[src/rtl/axis_packet_fifo_pkg.sv]
// Shared types and helpers for the store-and-forward AXI-Stream packet FIFO.
// Holds the write-side FSM encoding and the pointer fill-level arithmetic.
package axis_packet_fifo_pkg;

  typedef enum logic {
    ST_STORE = 1'b0,
    ST_DROP  = 1'b1
  } fifo_state_t;

  // Occupancy of a ring addressed by ptr_bits-wide wrapping pointers.
  function automatic logic [31:0] ptr_fill(input logic [31:0] wr_ptr,
                                           input logic [31:0] rd_ptr,
                                           input int          ptr_bits);
    logic [31:0] mask;
    mask = (32'd1 << ptr_bits) - 32'd1;
    return (wr_ptr - rd_ptr) & mask;
  endfunction

endpackage

[src/rtl/axis_packet_fifo_if.sv]
// AXI-Stream handshake bundle used on both sides of the packet FIFO.
// The master modport drives data/last/valid; the slave modport drives ready.
interface axis_packet_fifo_if #(
  parameter int DWIDTH = 32
);
  logic [DWIDTH-1:0] tdata;
  logic              tlast;
  logic              tvalid;
  logic              tready;

  modport master (output tdata, output tlast, output tvalid, input tready);
  modport slave  (input tdata, input tlast, input tvalid, output tready);
endinterface

[src/rtl/axis_packet_fifo_ram.sv]
// Simple dual-port RAM: one write port, one registered read port.
// The read register doubles as the FIFO's output data register.
module axis_sdp_ram #(
  parameter int DWIDTH = 33,
  parameter int AWIDTH = 6
) (
  input  logic              clk,
  input  logic              rst,
  input  logic              wr_en,
  input  logic [AWIDTH-1:0] wr_addr,
  input  logic [DWIDTH-1:0] wr_data,
  input  logic              rd_en,
  input  logic [AWIDTH-1:0] rd_addr,
  output logic [DWIDTH-1:0] rd_data
);

  logic [DWIDTH-1:0] mem [2**AWIDTH];

  // NOTE: the array has no reset so it maps onto block RAM; only committed entries are ever read.
  always_ff @(posedge clk) begin
    if (wr_en) mem[wr_addr] <= wr_data;
  end

  // NOTE: sequential state uses non-blocking assignments so every register samples pre-edge values.
  always_ff @(posedge clk or negedge rst) begin
    if (!rst)       rd_data <= '0;
    else if (rd_en) rd_data <= mem[rd_addr];
  end

endmodule

[src/rtl/axis_packet_fifo.sv]
// Store-and-forward AXI-Stream packet FIFO: packets are released only once complete,
// the source is never stalled, and packets that overflow storage are dropped whole.
module axis_packet_fifo
  import axis_packet_fifo_pkg::*;
#(
  parameter int AXIS_DWIDTH = 32,
  parameter int DEPTH_LOG2  = 6,
  parameter int CFG_DWIDTH  = 8
) (
  input  logic                  clk,
  input  logic                  rst,
  output logic [CFG_DWIDTH-1:0] count_drop,
  input  logic                  count_clear,
  output logic [CFG_DWIDTH-1:0] pkt_count,
  axis_packet_fifo_if.slave     s,
  axis_packet_fifo_if.master    m
);

  localparam int PTR_W  = DEPTH_LOG2 + 1;
  localparam int DEPTH  = 2**DEPTH_LOG2;
  localparam int WORD_W = AXIS_DWIDTH + 1;

  fifo_state_t       state, state_nxt;
  logic [PTR_W-1:0]  wr_ptr, wr_commit, rd_ptr;
  logic [PTR_W-1:0]  wr_ptr_nxt, wr_commit_nxt;
  logic              ready_r, valid_r;
  logic              beat, full, avail, rd_en, wr_en, commit, drop, pkt_out;
  logic [WORD_W-1:0] rd_word;

  assign beat    = s.tvalid & ready_r;
  assign full    = ptr_fill(32'(wr_ptr), 32'(rd_ptr), PTR_W) == 32'(DEPTH);
  // Only beats of completed packets are visible to the read side.
  assign avail   = wr_commit != rd_ptr;
  assign rd_en   = avail & (~valid_r | m.tready);
  assign pkt_out = valid_r & m.tready & rd_word[AXIS_DWIDTH];

  // NOTE: every always_comb output gets a default first, so no path can infer a latch.
  always_comb begin
    state_nxt     = state;
    wr_en         = 1'b0;
    commit        = 1'b0;
    drop          = 1'b0;
    wr_ptr_nxt    = wr_ptr;
    wr_commit_nxt = wr_commit;
    if (beat) begin
      case (state)
        ST_STORE: begin
          if (!full) begin
            wr_en      = 1'b1;
            wr_ptr_nxt = wr_ptr + PTR_W'(1);
            if (s.tlast) begin
              commit        = 1'b1;
              wr_commit_nxt = wr_ptr + PTR_W'(1);
            end
          end else begin
            // Rewind over the partial packet and swallow the rest of it.
            drop       = 1'b1;
            wr_ptr_nxt = wr_commit;
            if (!s.tlast) state_nxt = ST_DROP;
          end
        end
        ST_DROP: begin
          if (s.tlast) state_nxt = ST_STORE;
        end
      endcase
    end
  end

  always_ff @(posedge clk or negedge rst) begin
    if (!rst) begin
      state      <= ST_STORE;
      wr_ptr     <= '0;
      wr_commit  <= '0;
      rd_ptr     <= '0;
      ready_r    <= 1'b0;
      valid_r    <= 1'b0;
      count_drop <= '0;
      pkt_count  <= '0;
    end else begin
      ready_r   <= 1'b1;
      state     <= state_nxt;
      wr_ptr    <= wr_ptr_nxt;
      wr_commit <= wr_commit_nxt;
      if (rd_en) begin
        rd_ptr  <= rd_ptr + PTR_W'(1);
        valid_r <= 1'b1;
      end else if (m.tready) begin
        valid_r <= 1'b0;
      end
      if (count_clear) count_drop <= '0;
      else if (drop)   count_drop <= count_drop + CFG_DWIDTH'(1);
      if (commit && !pkt_out)      pkt_count <= pkt_count + CFG_DWIDTH'(1);
      else if (!commit && pkt_out) pkt_count <= pkt_count - CFG_DWIDTH'(1);
    end
  end

  axis_sdp_ram #(
    .DWIDTH (WORD_W),
    .AWIDTH (DEPTH_LOG2)
  ) u_ram (
    .clk     (clk),
    .rst     (rst),
    .wr_en   (wr_en),
    .wr_addr (wr_ptr[DEPTH_LOG2-1:0]),
    .wr_data ({s.tlast, s.tdata}),
    .rd_en   (rd_en),
    .rd_addr (rd_ptr[DEPTH_LOG2-1:0]),
    .rd_data (rd_word)
  );

  assign s.tready = ready_r;
  assign m.tvalid = valid_r;
  assign m.tdata  = rd_word[AXIS_DWIDTH-1:0];
  // The read register keeps its last word after a drain; gate tlast so it never outlives tvalid.
  assign m.tlast  = valid_r & rd_word[AXIS_DWIDTH];

`ifdef FORMAL
  assume property (@(posedge clk) disable iff (!rst)
    s.tvalid |-> !$isunknown({s.tlast, s.tdata}));
  assert property (@(posedge clk) disable iff (!rst)
    m.tvalid && !m.tready |=> m.tvalid && $stable(m.tdata) && $stable(m.tlast));
  assert property (@(posedge clk) disable iff (!rst) m.tlast |-> m.tvalid);
  assert property (@(posedge clk) disable iff (!rst) 32'(pkt_count) <= 32'(DEPTH));
`endif

endmodule

[src/flat_wrapper.sv]
// flat-port wrapper written by rule: the top's interface ports become plain ports
module axis_packet_fifo_flat import axis_packet_fifo_pkg::*;
#(
  parameter int AXIS_DWIDTH = 32,
  parameter int DEPTH_LOG2  = 6,
  parameter int CFG_DWIDTH  = 8
)
  (clk, rst, count_drop, count_clear, pkt_count, s_tdata, s_tlast, s_tvalid, s_tready, m_tdata, m_tlast, m_tvalid, m_tready);
  axis_packet_fifo_if #(.DWIDTH((32))) s_i ();
  axis_packet_fifo_if #(.DWIDTH((32))) m_i ();
  input  logic clk;
  input  logic rst;
  output logic [CFG_DWIDTH-1:0] count_drop;
  input  logic count_clear;
  output logic [CFG_DWIDTH-1:0] pkt_count;
  input wire logic [$bits(s_i.tdata)-1:0] s_tdata;
  input wire logic [$bits(s_i.tlast)-1:0] s_tlast;
  input wire logic [$bits(s_i.tvalid)-1:0] s_tvalid;
  output wire logic [$bits(s_i.tready)-1:0] s_tready;
  output wire logic [$bits(m_i.tdata)-1:0] m_tdata;
  output wire logic [$bits(m_i.tlast)-1:0] m_tlast;
  output wire logic [$bits(m_i.tvalid)-1:0] m_tvalid;
  input wire logic [$bits(m_i.tready)-1:0] m_tready;
  assign s_i.tdata = s_tdata;
  assign s_i.tlast = s_tlast;
  assign s_i.tvalid = s_tvalid;
  assign s_tready = s_i.tready;
  assign m_tdata = m_i.tdata;
  assign m_tlast = m_i.tlast;
  assign m_tvalid = m_i.tvalid;
  assign m_i.tready = m_tready;
  axis_packet_fifo #(.AXIS_DWIDTH(AXIS_DWIDTH), .DEPTH_LOG2(DEPTH_LOG2), .CFG_DWIDTH(CFG_DWIDTH)) u_core (.clk(clk), .rst(rst), .count_drop(count_drop), .count_clear(count_clear), .pkt_count(pkt_count), .s(s_i), .m(m_i));
endmodule
[config.mk]
export PLATFORM = sky130hd
export DESIGN_NAME = axis_packet_fifo_flat
export DESIGN_NICKNAME = d
export VERILOG_FILES = /design/src/rtl/axis_packet_fifo_pkg.sv /design/src/rtl/axis_packet_fifo_if.sv /design/src/rtl/axis_packet_fifo_ram.sv /design/src/rtl/axis_packet_fifo.sv /design/src/flat_wrapper.sv
export SDC_FILE = /design/constraint.sdc
export NUM_CORES = 2
export LEC_CHECK = 0
export CORE_MARGIN = 10
export CORE_UTILIZATION = 55
export CTS_CLUSTER_DIAMETER = 80
export CTS_CLUSTER_SIZE = 8
export DETAILED_ROUTE_END_ITERATION = 8
export PLACE_DENSITY = 0.69
export SYNTH_ARGS = -nofsm -noshare
export SYNTH_HDL_FRONTEND = slang
export SYNTH_SLANG_ARGS = --single-unit
export TNS_END_PERCENT = 50
[constraint.sdc]
create_clock -name clk -period 16.5 [get_ports clk]
set_input_delay 1.65 -clock clk [delete_from_list [all_inputs] [get_ports clk]]
set_output_delay 1.65 -clock clk [all_outputs]
set_load 0.02 [all_outputs]
==> flow_summary.ini <==
[run_status]
status = complete, no violations

[setup_path]
end_kind = flip-flop
worst_path_largest_cell_delay_ns = 0.75
crit_chain = inv_2, buf_4, ha_1, inv_1, a2111oi_0, o22ai_1, nor3_4, buf_4, nand3b_1, inv_1, ha_1, inv_1, ha_1, a21o_1, a21oi_1, o211ai_1, and3_1, o21ba_2, xor2_1
r2r_cells = 19
cp_max_fo = 50
start_kind = flip-flop
worstSetupPathType = flip-flop to flip-flop
arrival_ns = 6.34
startpoint = u_core.rd_ptr[2]
cpMaxStageDelayCell = dfrtp_4
rrSetupSlack_ns = 10.94
required_ns = 17.28
rr_startpoint = u_core.rd_ptr[2]
r2r_end = u_core.pkt_count[7]

[yosys]
synthCells = 3989
synth-seq-cells = 2185
syn-num-nets = 4045
yosysWarnings = 0
synth_cell_types = 67
seq_area_frac_synth = 0.771
synth_area_um2 = 84600
synth_ff_type = edfxtp_1
synth_edf_count = 2112
async_flop_share = 0.0334
syn_avg_cell_area_um2 = 21.2

[cells_and_area]
final_nets = 4329
fillers = 10100
drive_gt1_frac = 0.240
final_cell_mix = edfxtp_1, mux4_2, clkbuf_16, mux2i_1, buf_4
stdcell_area_um2 = 96400
final_common_cell = edfxtp_1
area_growth_syn_to_layout_pct = 14.0

[clock_network]
clockBufferDepth = 4
clk_pin_slew_ns = 0.05
postCtsSetupRepairBufs = 0
cts.sinks = 2185
clk_latency_ns = 0.91
cts-root-buf = clkbuf_16
tritoncts = built
htreeDepth = 5
ctsHoldBuffers = 0
numCtsBuffers = 323
post_cts_resized = 0

[routing]
viasPerCell = 6.70
vias = 43000
wire_per_inst_um = 34.6
routed_wl_mm = 222
drtPass1Iterations = 5
ant_nets = 0
drtIter0Drc = 5671
drc_errors = 0

[sta]
drv_slew = 0
tightest_slew_ns = 1.25
period_needed_ns = 5.56
setup_viol = 0
setup-tns-final_ns = 0
fmax_ghz = 0.180
relSlewSlack = 0.166
hold_viol_final = 0
rsz0062_at_grt = false
fin_skew_ns = 0.0391
fin_ws_ns = 10.94
finalCritPeriodShare = 0.337

[floorplan]
core_area_um2 = 152000
die_h_um = 412
die_x_um = 412
pin_count = 89
start_util = 0.555
core.rowCount = 143
dieArea_um2 = 170000

[global_route]
grt_usage = 0.261
grt_pass1_wl_mm = 317
grt_start_max_net_pins = 107
grt_pass1_vias = 43100
antenna_found_initial = 12
grt_overflow = 0

[power]
cellLeakagePower_uw = 0.0310
peakVddDrop_mv = 0.185
powerDensity_nw_per_um2 = 170

[place]
gp_congestion = 0.835
place_area_um2 = 87800
io_buffers = 88
pre_cts_slack_ns = 10.99
hpwlAfterDp_mm = 114

[min_path]
hp-start = u_core.pkt_count[7]
holdPathStages = 1
hp-class = flip-flop to flip-flop
min_to = u_core.pkt_count[7]

[flow_run]
maxCapViolCount = 0
==> stage by stage <==
step,hold slack (ns),cells,utilization,total power (uW)
2_1_floorplan,0.447,3989,-,9440
6_report,0.509,6417,0.633,16400
4_1_cts,0.499,6415,0.633,16500
5_1_grt,0.526,6415,0.633,16900
3_5_place_dp,0.488,5978,0.576,10700
3_3_place_gp,0.484,5978,0.576,10700
==> power breakdown <==
part	switching (uW)	total (uW)	leakage [uW]	internal, uW
sequential	234	6490	0.0199	6260
combinational	2460	4180	0.00691	1720
clock	2170	5730	0.00419	3560
total	4870	16400	0.0310	11500
==> synthesized netlist by cell type (all sizes together) (3+ instances only) <==
| cell type | instances | area share |
|---|---|---|
| a211oi | 15 | 0.0013 |
| buf | 166 | 0.015 |
| a22o | 40 | 0.0041 |
| o22ai | 71 | 0.0053 |
| ha | 17 | 0.0025 |
| or2 | 3 | 0.00022 |
| xnor2 | 18 | 0.0019 |
| xor2 | 9 | 0.00093 |
| and2 | 6 | 0.00044 |
| nand2b | 11 | 0.00081 |
| a311oi | 9 | 0.00093 |
| nor3 | 60 | 0.0036 |
| a221oi | 13 | 0.0013 |
| inv | 13 | 0.00058 |
| nand4 | 10 | 0.00074 |
| a21oi | 71 | 0.0042 |
| mux2 | 18 | 0.0024 |
| a221o | 4 | 0.00047 |
| clkbuf | 97 | 0.0043 |
| a31o | 3 | 0.00031 |
| a32oi | 5 | 0.00052 |
| o2bb2ai | 4 | 0.00041 |
| mux2i | 219 | 0.026 |
| nor4 | 37 | 0.0028 |
| nand2 | 100 | 0.0044 |
| a2111oi | 28 | 0.0034 |
| a22oi | 84 | 0.0075 |
| a31oi | 3 | 0.00022 |
| o221ai | 18 | 0.0019 |
| and3 | 10 | 0.00074 |
| a211o | 5 | 0.00052 |
| o211ai | 5 | 0.00044 |
| nor2 | 56 | 0.0025 |
| nand3 | 38 | 0.0022 |
| mux4 | 438 | 0.12 |
| dfrtp | 73 | 0.022 |
| a21o | 4 | 0.00035 |
| nor2b | 16 | 0.0012 |
| edfxtp | 2112 | 0.75 |
| nand3b | 6 | 0.00053 |
| o21ai | 48 | 0.0028 |
==> worst max-delay path by stage <==
stage	end	slack (ns)	cells past startpoint
3_5_place_dp	u_core.pkt_count[7]	10.99	19
5_1_grt	u_core.pkt_count[7]	10.70	19
3_3_place_gp	u_core.pkt_count[7]	11.03	19
2_1_floorplan	u_core.u_ram.mem[35][0]	9.97	13
4_1_cts	u_core.pkt_count[7]	10.98	19
6_report	u_core.pkt_count[7]	10.94	19
==> metal layers <==
| metal | global-route usage | wire (um) |
|---|---|---|
| met5 | 0 | 46 |
| met4 | 0.0875 | 7240 |
| met3 | 0.0690 | 25900 |
| met2 | 0.404 | 105000 |
| met1 | 0.364 | 84200 |
==> flip-flops by register name, indices dropped and copies added (netlist names) <==
| name | flops |
|---|---|
| u_core.m.tvalid | 1 |
| u_core.rd_ptr | 7 |
| u_core.count_drop | 8 |
| u_core.wr_commit | 7 |
| u_core.pkt_count | 8 |
| u_core.wr_ptr | 7 |
| u_core.u_ram.mem | 2112 |
| u_core.u_ram.rd_data | 33 |
| u_core.state | 1 |
| u_core.s.tready | 1 |
==> worst max-delay path: cells and delay by family, from the launching register on <==
family          cells  cell delay (ns)
compound gates      6             1.46
flops               1             0.75
simple gates        3             0.74
xor+xnor            1             0.13
fa+ha+maj           3             0.76
buf+inv             6             1.57
==> layout make-up <==
type | count | area (um2) | share of cell area
timing repair buffer | 222 | 1770 | 0.0183
clock inverter | 6 | 60.1 | 0.000623
sequential | 2185 | 65300 | 0.677
clock buffer | 431 | 8590 | 0.0891
multi-input combinational | 1526 | 18100 | 0.188
antenna | 2 | 5.00 | 0.0000519
tap | 2030 | 2540 | 0.0263
inverter | 15 | 56.3 | 0.000584
==> cell families after synthesis <==
group,count (synthesis),share of synthesized area
other,1,0.0000443
XOR/XNOR,27,0.00280
flip-flops,2185,0.771
multiplexers,675,0.145
AO/OA/AOI/OAI,446,0.0377
buffers and inverters,278,0.0196
adder cells (fa/ha/maj),18,0.00275
AND/OR/NAND/NOR,359,0.0209
Note: power is estimated with default switching activity, not from simulation.
